==> config.mk <==
export PLATFORM = sky130hd
export DESIGN_NAME = router_vc_input_buffer
export DESIGN_NICKNAME = d
export VERILOG_FILES = /design/src/rtl/router_pkg.sv /design/src/rtl/router_vc_fifo.sv /design/src/rtl/router_vc_input_buffer.sv
export SDC_FILE = /design/constraint.sdc
export NUM_CORES = 1
export LEC_CHECK = 0
export BUFFER_PORTS_ARGS = -buffer_cell sky130_fd_sc_hd__buf_2
export CORE_ASPECT_RATIO = 1.5
export CORE_MARGIN = 2
export CORE_UTILIZATION = 64
export CTS_BUF_LIST = sky130_fd_sc_hd__clkbuf_16
export CTS_CLUSTER_DIAMETER = 30
export CTS_CLUSTER_SIZE = 28
export DETAILED_ROUTE_END_ITERATION = 8
export GPL_TIMING_DRIVEN = 0
export PLACE_DENSITY = 0.91
export SLEW_MARGIN = 20
export SYNTH_ARGS = -nofsm -noshare
export SYNTH_HDL_FRONTEND = slang
export SYNTH_SLANG_ARGS = --single-unit
export TNS_END_PERCENT = 20
==> constraint.sdc <==
create_clock -name clk -period 7.9 [get_ports clk]
set_clock_uncertainty 0.15 [all_clocks]
set_input_delay 0 -clock clk [delete_from_list [all_inputs] [get_ports clk]]
set_output_delay 0 -clock clk [all_outputs]
set_load 0.05 [all_outputs]
==> src/rtl/router_pkg.sv <==
// rtl/router_pkg.sv - shared defaults and width helpers for the VC input buffer
package router_pkg;

    localparam int DATA_W_DEF = 64;
    localparam int NUM_VC_DEF = 2;
    localparam int DEPTH_DEF  = 4;

    // VC index width; a single bit is kept even for a one-VC build
    function automatic int vc_width(input int n);
        return (n > 1) ? $clog2(n) : 1;
    endfunction

    // occupancy width must hold the value DEPTH itself
    function automatic int cnt_width(input int d);
        return $clog2(d + 1);
    endfunction

    localparam int VC_W  = vc_width(NUM_VC_DEF);
    localparam int CNT_W = cnt_width(DEPTH_DEF);

endpackage

==> src/rtl/router_vc_fifo.sv <==
// rtl/router_vc_fifo.sv - single-clock FIFO holding the flits of one virtual channel
module router_vc_fifo
    import router_pkg::*;
#(
    parameter  int DATA_W = DATA_W_DEF,
    parameter  int DEPTH  = DEPTH_DEF,
    localparam int PTR_W  = $clog2(DEPTH),
    localparam int CNT_W  = cnt_width(DEPTH)
) (
    input  logic              clk,
    input  logic              reset,
    input  logic              push,
    input  logic [DATA_W-1:0] push_data,
    input  logic              pop,
    output logic [DATA_W-1:0] head_data,
    output logic              full,
    output logic              empty,
    output logic [CNT_W-1:0]  count
);

    logic [DATA_W-1:0] mem [DEPTH];
    logic [PTR_W-1:0]  wr_ptr;
    logic [PTR_W-1:0]  rd_ptr;
    logic              push_ok;
    logic              pop_ok;

    assign full      = (count == CNT_W'(DEPTH));
    assign empty     = (count == '0);
    assign push_ok   = push & ~full;
    assign pop_ok    = pop & ~empty;
    assign head_data = mem[rd_ptr];

    // storage is not reset: the count guards against stale entries being read out
    always_ff @(posedge clk) begin
        if (push_ok) begin
            mem[wr_ptr] <= push_data;
        end
    end

    // pointers wrap naturally because DEPTH is a power of two
    always_ff @(posedge clk) begin
        if (reset) begin
            wr_ptr <= '0;
            rd_ptr <= '0;
            count  <= '0;
        end else begin
            if (push_ok) begin
                wr_ptr <= wr_ptr + PTR_W'(1);
            end
            if (pop_ok) begin
                rd_ptr <= rd_ptr + PTR_W'(1);
            end
            case ({push_ok, pop_ok})
                2'b10:   count <= count + CNT_W'(1);
                2'b01:   count <= count - CNT_W'(1);
                default: count <= count;
            endcase
        end
    end

endmodule

==> src/rtl/router_vc_input_buffer.sv <==
// rtl/router_vc_input_buffer.sv - per-VC input buffering with a registered drain port
module router_vc_input_buffer
    import router_pkg::*;
#(
    parameter  int DATA_W = DATA_W_DEF,
    parameter  int NUM_VC = NUM_VC_DEF,
    parameter  int DEPTH  = DEPTH_DEF,
    localparam int VC_W   = vc_width(NUM_VC),
    localparam int CNT_W  = cnt_width(DEPTH)
) (
    input  logic                    clk,
    input  logic                    reset,
    input  logic                    in_send,
    input  logic [VC_W-1:0]         in_vc,
    input  logic [DATA_W-1:0]       in_data,
    output logic [NUM_VC-1:0]       in_ready,
    input  logic [VC_W-1:0]         out_vc,
    input  logic                    out_blocked,
    output logic                    out_valid,
    output logic [DATA_W-1:0]       out_data,
    output logic [VC_W-1:0]         out_vc_id,
    output logic [NUM_VC*CNT_W-1:0] vc_count,
    output logic                    err_overflow
);

    logic [NUM_VC-1:0] push_vec;
    logic [NUM_VC-1:0] pop_vec;
    logic [NUM_VC-1:0] full;
    logic [NUM_VC-1:0] empty;
    logic [DATA_W-1:0] head [NUM_VC];
    logic [DATA_W-1:0] head_sel;
    logic              pop_any;
    logic              send_drop;

    // an out-of-range VC index matches no lane, so it neither pushes nor pops
    for (genvar v = 0; v < NUM_VC; v++) begin : g_vc
        logic [CNT_W-1:0] cnt;

        assign push_vec[v] = in_send & (in_vc == VC_W'(v)) & ~full[v];
        assign pop_vec[v]  = ~out_blocked & (out_vc == VC_W'(v)) & ~empty[v];
        assign vc_count[v*CNT_W +: CNT_W] = cnt;

        router_vc_fifo #(
            .DATA_W (DATA_W),
            .DEPTH  (DEPTH)
        ) u_fifo (
            .clk       (clk),
            .reset     (reset),
            .push      (push_vec[v]),
            .push_data (in_data),
            .pop       (pop_vec[v]),
            .head_data (head[v]),
            .full      (full[v]),
            .empty     (empty[v]),
            .count     (cnt)
        );
    end

    assign in_ready  = ~full;
    assign pop_any   = |pop_vec;
    assign send_drop = in_send & ~(|push_vec);

    // at most one lane pops per cycle, so selecting by the pop vector is one-hot
    always_comb begin
        head_sel = '0;
        for (int v = 0; v < NUM_VC; v++) begin
            if (pop_vec[v]) begin
                head_sel = head[v];
            end
        end
    end

    // output register: popped flit is presented on the edge of the pop, zeros otherwise
    always_ff @(posedge clk) begin
        if (reset) begin
            out_valid <= 1'b0;
            out_data  <= '0;
            out_vc_id <= '0;
        end else if (pop_any) begin
            out_valid <= 1'b1;
            out_data  <= head_sel;
            out_vc_id <= out_vc;
        end else begin
            out_valid <= 1'b0;
            out_data  <= '0;
            out_vc_id <= '0;
        end
    end

    // sticky drop flag, cleared only by reset
    always_ff @(posedge clk) begin
        if (reset) begin
            err_overflow <= 1'b0;
        end else if (send_drop) begin
            err_overflow <= 1'b1;
        end
    end

endmodule

* After elaboration in Yosys (flattened, before gate mapping)
Memories as Yosys holds them, arrays and structs flattened. A register that Yosys moved wholly into a read port is not among the register bits. Index checks and enable logic that the tools add are counted. W data, S select, Z words.
Storage, ports and cells: memories 2, memory bits (writable) 512, word-level logic and storage cells 69, flip-flop bits (word level) 81
Memory list:
- g_vc[0].u_fifo.mem | depth 4, bits a word 64, rd ports 1, clocked after memory_dff 1, write ports 1, RTL line router_vc_fifo.sv:21 | logic [DATA_W-1:0] mem [DEPTH];
- g_vc[1].u_fifo.mem | depth 4, bits a word 64, rd ports 1, clocked after memory_dff 1, write ports 1, RTL line router_vc_fifo.sv:21
Operators by class: reduce and logical (&&, ||, !) cells 7, bitwise logic cells 23, multiplexer cells 13, $add $sub $neg 8, equal/unequal tests 6
Operators by type and width (number):
- $mux W64 | 2
- $and A1 B1 Y1 | 13
- $pmux W3 S2 | 2
- $not A1 Y1 | 9
- $add A2 B1 Y2 const B | 4
- $mux W2 | 4
- $add A3 B1 Y3 const B | 2
- $eq A3 B3 Y1 const B | 2
- $logic_not A3 Y1 | 2
- $reduce_or A2 Y1 | 3
- $sub A3 B1 Y3 const B | 2
- $mux W1 | 5
- $eq A2 B1 Y1 const B | 2
- $eq A2 B2 Y1 const B | 2
- $reduce_bool A2 Y1 | 2
- $not A2 Y2 | 1

* Depth between registers and ports, before layout
depth after elaboration 6, gate-level depth with buffers 9, depth with buffers taken out 9

* Modules after synthesis
Synthesis repeated with hierarchy kept, for this count alone.
Unflattened totals: cell total of the unflattened synthesis 1105, area total of the unflattened synthesis 23428.7 um^2
Modules (own cells, without submodules):
- router_vc_fifo | sequential area each 7867.5 um^2, area each 9785.6 um^2, cells an instance 388, instances 2
- router_vc_input_buffer | sequential area each 1341.3 um^2, area each 3857.4 um^2, cells an instance 329, instances 1

* Least setup slack after synthesis
No wires, ideal clock.
path type register to register, start point register g_vc[1].u_fifo.count[0], end point memory g_vc[1].u_fifo.mem[0][0] (netlist bit), enable pin, data arrival time 2.996 ns, slack 4.325 ns, stages on the path, launching flop included 4, library setup time 0.429 ns, cell sequence dfxtp_1 nor3b_1 inv_1 and3_1
Between the ends: longest elaborated chain between the ends 6
Ends and longest elaborated chain:
- from (decl) | RTL line router_vc_fifo.sv:18 | output logic [CNT_W-1:0] count
- from (signal assigned) | RTL line router_vc_fifo.sv:54 | 2'b10: count <= count + CNT_W'(1);
- from (signal assigned) | RTL line router_vc_fifo.sv:55 | 2'b01: count <= count - CNT_W'(1);
- from (signal assigned) | RTL line router_vc_fifo.sv:56 | default: count <= count;
- $eq A3 B3 Y1 (*) | RTL line router_vc_fifo.sv:27 | assign full = (count == CNT_W'(DEPTH));
- $not A1 Y1 (*) | RTL line router_vc_fifo.sv:29, router_vc_input_buffer.sv:39
- $and A1 B1 Y1 | RTL line router_vc_input_buffer.sv:39 | assign push_vec[v] = in_send & (in_vc == VC_W'(v)) & ~full[v];
- $and A1 B1 Y1 (*) | RTL line router_vc_fifo.sv:29 | assign push_ok = push & ~full;
- $mux W1 (*) | RTL line router_vc_fifo.sv:35 | if (push_ok) begin
- $mux W1 (implied by the code) (*) | RTL line router_vc_fifo.sv:36 | mem[wr_ptr] <= push_data;
- to (decl) | RTL line router_vc_fifo.sv:21
Every way passes the cells marked *; elsewhere a longest branch is shown, timed or not.

* Worst setup path after layout
start point register g_vc[0].u_fifo.count[0], end point register g_vc[0].u_fifo.rd_ptr[0]
Between the ends: longest elaborated chain between the ends 4
Ends and longest elaborated chain:
- from (decl) | RTL line router_vc_fifo.sv:18
- from (signal assigned) | RTL line router_vc_fifo.sv:54
- from (signal assigned) | RTL line router_vc_fifo.sv:55
- from (signal assigned) | RTL line router_vc_fifo.sv:56
- $logic_not A3 Y1 (*) | RTL line router_vc_fifo.sv:28 | assign empty = (count == '0);
- $not A1 Y1 (*) | RTL line router_vc_fifo.sv:30, router_vc_input_buffer.sv:40
- $and A1 B1 Y1 | RTL line router_vc_input_buffer.sv:40 | assign pop_vec[v] = ~out_blocked & (out_vc == VC_W'(v)) & ~empty[v];
- $and A1 B1 Y1 (*) | RTL line router_vc_fifo.sv:30 | assign pop_ok = pop & ~empty;
- to (signal assigned) | RTL line router_vc_fifo.sv:51 | rd_ptr <= rd_ptr + PTR_W'(1);
- to (decl) | RTL line router_vc_fifo.sv:23 | logic [PTR_W-1:0] rd_ptr;
Marked as above. A chain may end at the register's enable or synchronous reset.

==> results summary <==
For this run, the detailed router's first-pass iteration total came to 5. The clock reaches the later pin of the worst-skew pair after 0.61 ns. The power per cell area came out at 274 nW/um2.

The final cell count without fillers came out at 1693. The number of nets handed over by synthesis was ~1000. The initial utilization of the core area, before any placement, comes to 0.647.

The net count of the finished layout is 1302. Of all cell types, the one taking the most synthesized area is edfxtp_1. STA classifies the critical path startpoint as a flip-flop.

The global router's overall resource usage came out at 0.299. Counting flops and latches in the post-synthesis netlist gives 597. The area growth from synthesis to final layout came out at 20.8%. edfxtp_1 is the most common cell in the netlist. The wire length per cell is between 30 and 40 um. TritonCTS built the clock tree.

The reported max-cap violation count came out at 0. The number of failing setup endpoints in the final timing report is 0. The number of global-route vias before repair is 12200. The first global-routing pass estimated between 70000 and 80000 um of wire. Of all flip-flops after synthesis, the portion carrying an async set or reset was 0. The die extent in x is 154 um. The total design power is just over 7000 uW. The count of unique library cells instantiated by Yosys came out at 34. The number of antenna violations at the first check in global routing is 3.

The detailed-route via count came out at 11300. The number of placed I/O pins is 145. The number of placement rows is between 80 and 90. Summed over all layers, the routed wires come to around 52000 um. The cell count after placement came out at around 1500.

The share of the clock period used by the worst path is 0.333. The smallest clock period supported by the final layout is computed as 2.63 ns. Dividing the detail-routed via count by the number of cells gives between 6 and 7. The number of max-slew violations in the final report is 0.

TritonCTS created 60 clock buffers. The data arrival at the endpoint of the critical path came out at 2.96 ns. The clock slew seen by the registers of the worst setup and hold paths came out at around 0.07 ns. The cell area after layout came out at about 26000 um2.

Detailed placement finished with a half-perimeter wire length of 24800 um. The gate count after technology mapping came out at 932. In the routed design, unresolved DRC markers number 0. The total negative slack for setup checks is 0 ns. Summing all placed instances gives a cell area of 23000 um2. Setup repair after global routing left no endpoint under its margin. The core region is about 33000 um2.

For flop-to-flop paths, the worst setup slack is ~5.3 ns. The deepest clock path buffer count is 3. The count of port buffers added during placement came out at ~140.

By area the synthesized netlist is led by edfxtp_1 (71%), mux4_2 (13%), dfxtp_1 (7.9%). Of the post-synthesis cell area, the dominant cell type holds 0.715. The level count of the clock H-tree is 2. The clock sink count came out at slightly below 600. The number of antenna-violating nets in the routed design is 0. The transition time at the pin with the least slew margin is 1.06 ns. The placer's final routability congestion estimate came out at 0.729. The critical path in this run is classified as reg -> reg.

In this run the worst hold path is classified as in -> reg. STA classifies the critical path endpoint as a flip-flop. Measured against its own limit, the worst slew margin works out to 0.285. The number of enable-type register cells in the synthesized netlist is 512.

Among all flip-flop cells after synthesis, the most frequent one is edfxtp_1. The buffer cell driving the clock tree root is clkbuf_16. The total die area is 35100 um2. The critical path data required time is 8.23 ns. The number of buffers inserted by post-CTS setup repair is 0. The synthesized area came out at 21500 um2. The final global-route overflow total is 0. In this run, the number of DRC markers left after iteration 0 of detailed routing was 1277. The highest achievable clock rate is 0.380 GHz. The maximum fanout along the worst path came out at 6. The mean area per synthesized cell came out at 23.1 um2. The number of hold violations in the final report is 0.

The worst hold margin came out at between 0.05 and 0.06 ns. The share of layout cells above drive strength 1 came out at 0.335. The number of warnings issued by yosys came out at 0. Entering global routing, the biggest net connects 42 pins. Counting instances in the post-synthesis netlist gives the leading cell types as edfxtp_1 (512), mux4_2 (128), dfxtp_1 (85).

The largest voltage drop on the vdd net is 218 uV. The part of the Yosys area used for sequential elements is 0.794. The floorplan step set the die height to about 230 um.

The run finished with clean final reports. For this design the static power due to leakage is about 0.0088 uW.
## registers in the layout (all words and copies together) (netlist names), named ones only
name	flops
g_vc.u_fifo.mem	512
out_data	64
g_vc.u_fifo.count	6
g_vc.u_fifo.rd_ptr	4
g_vc.u_fifo.wr_ptr	4
err_overflow	1
out_valid	1
out_vc_id	1
## worst paths after layout
check / startpoint / end / depth (start not counted)
setup reg to reg: g_vc[0].u_fifo.count[0] / g_vc[0].u_fifo.rd_ptr[0] / 5
setup / recovery: g_vc[0].u_fifo.count[0] / g_vc[0].u_fifo.rd_ptr[0] / 5
hold / removal: in_data[17] / g_vc[1].u_fifo.mem[0][17] / 2
hold reg to reg: g_vc[1].u_fifo.wr_ptr[0] / g_vc[1].u_fifo.wr_ptr[0] / 2
## timing repair
action                                 CTS  global route
endpoints found under the hold margin  597             0
gates resized for setup                  0             0
hold buffers                            75             0
## layer usage
layer / wire length, um / vias up / track usage
met1: 17900 / 5821 / 0.374
met3: 4350 / 154 / 0.0593
met2: 27400 / 848 / 0.510
li1: - / 4499 / -
met4: 2060 / 0 / 0.137
met5: 0 / - / 0
## cells in the final DEF (no fill, tap or decap), drive strengths merged, types with 3 or more instances in the layout
master	netlist	routed
o21ai	8	8
or3	4	4
xor2	4	4
bufinv	0	8
dlygate4sd3	0	75
edfxtp	512	512
nor2	9	9
clkbuf	14	76
a21oi	14	14
nor3	3	3
mux4	128	128
buf	30	181
clkinv	0	18
dfxtp	85	85
nand3	4	4
inv	15	38
nand2b	4	4
o31ai	3	3
ha	10	10
a22o	64	64
and3	8	8
## cell type report
class	count	area, um2
inverter	15	56.3
clock inverter	51	664
tap	420	526
timing repair buffer	226	1690
clock buffer	62	1550
fill	1546	7260
multi-input combinational	276	4100
sequential	597	17100
buffer	44	312
antenna	2	5.00
## critical path: stages, from the launching register on
cell and delay (ns):
dfxtp_1 0.37, nor3_2 0.53, or4_1 0.19, dlygate4sd3_1 0.58, a21oi_1 0.09, dlygate4sd3_1 0.60
## where the power goes
group          internal [uW]  leakage, uW  switching, uW  total [uW]
logic                    184      0.00237            277         461
registers               3500      0.00534           33.4        3530
clock network           1760      0.00109           1350        3120
## cells by family after synthesis
family,share of synthesized area
adders and majority gates,0.00768
muxes,0.135
buffers and inverters,0.0171
xor gates and xnor gates,0.00163
and+or+nand+nor,0.0115
DFF,0.794
AOI/OAI and AO/OA,0.0336
## per-stage QoR
stage           util  setup slack (ns)
6_report       0.782              5.27
5_1_grt        0.782              5.17
4_1_cts        0.781              5.35
3_5_place_dp   0.692              5.41
3_3_place_gp   0.684              3.62
2_1_floorplan      -              4.33
No activity file was read; power rests on OpenSTA's default activity.
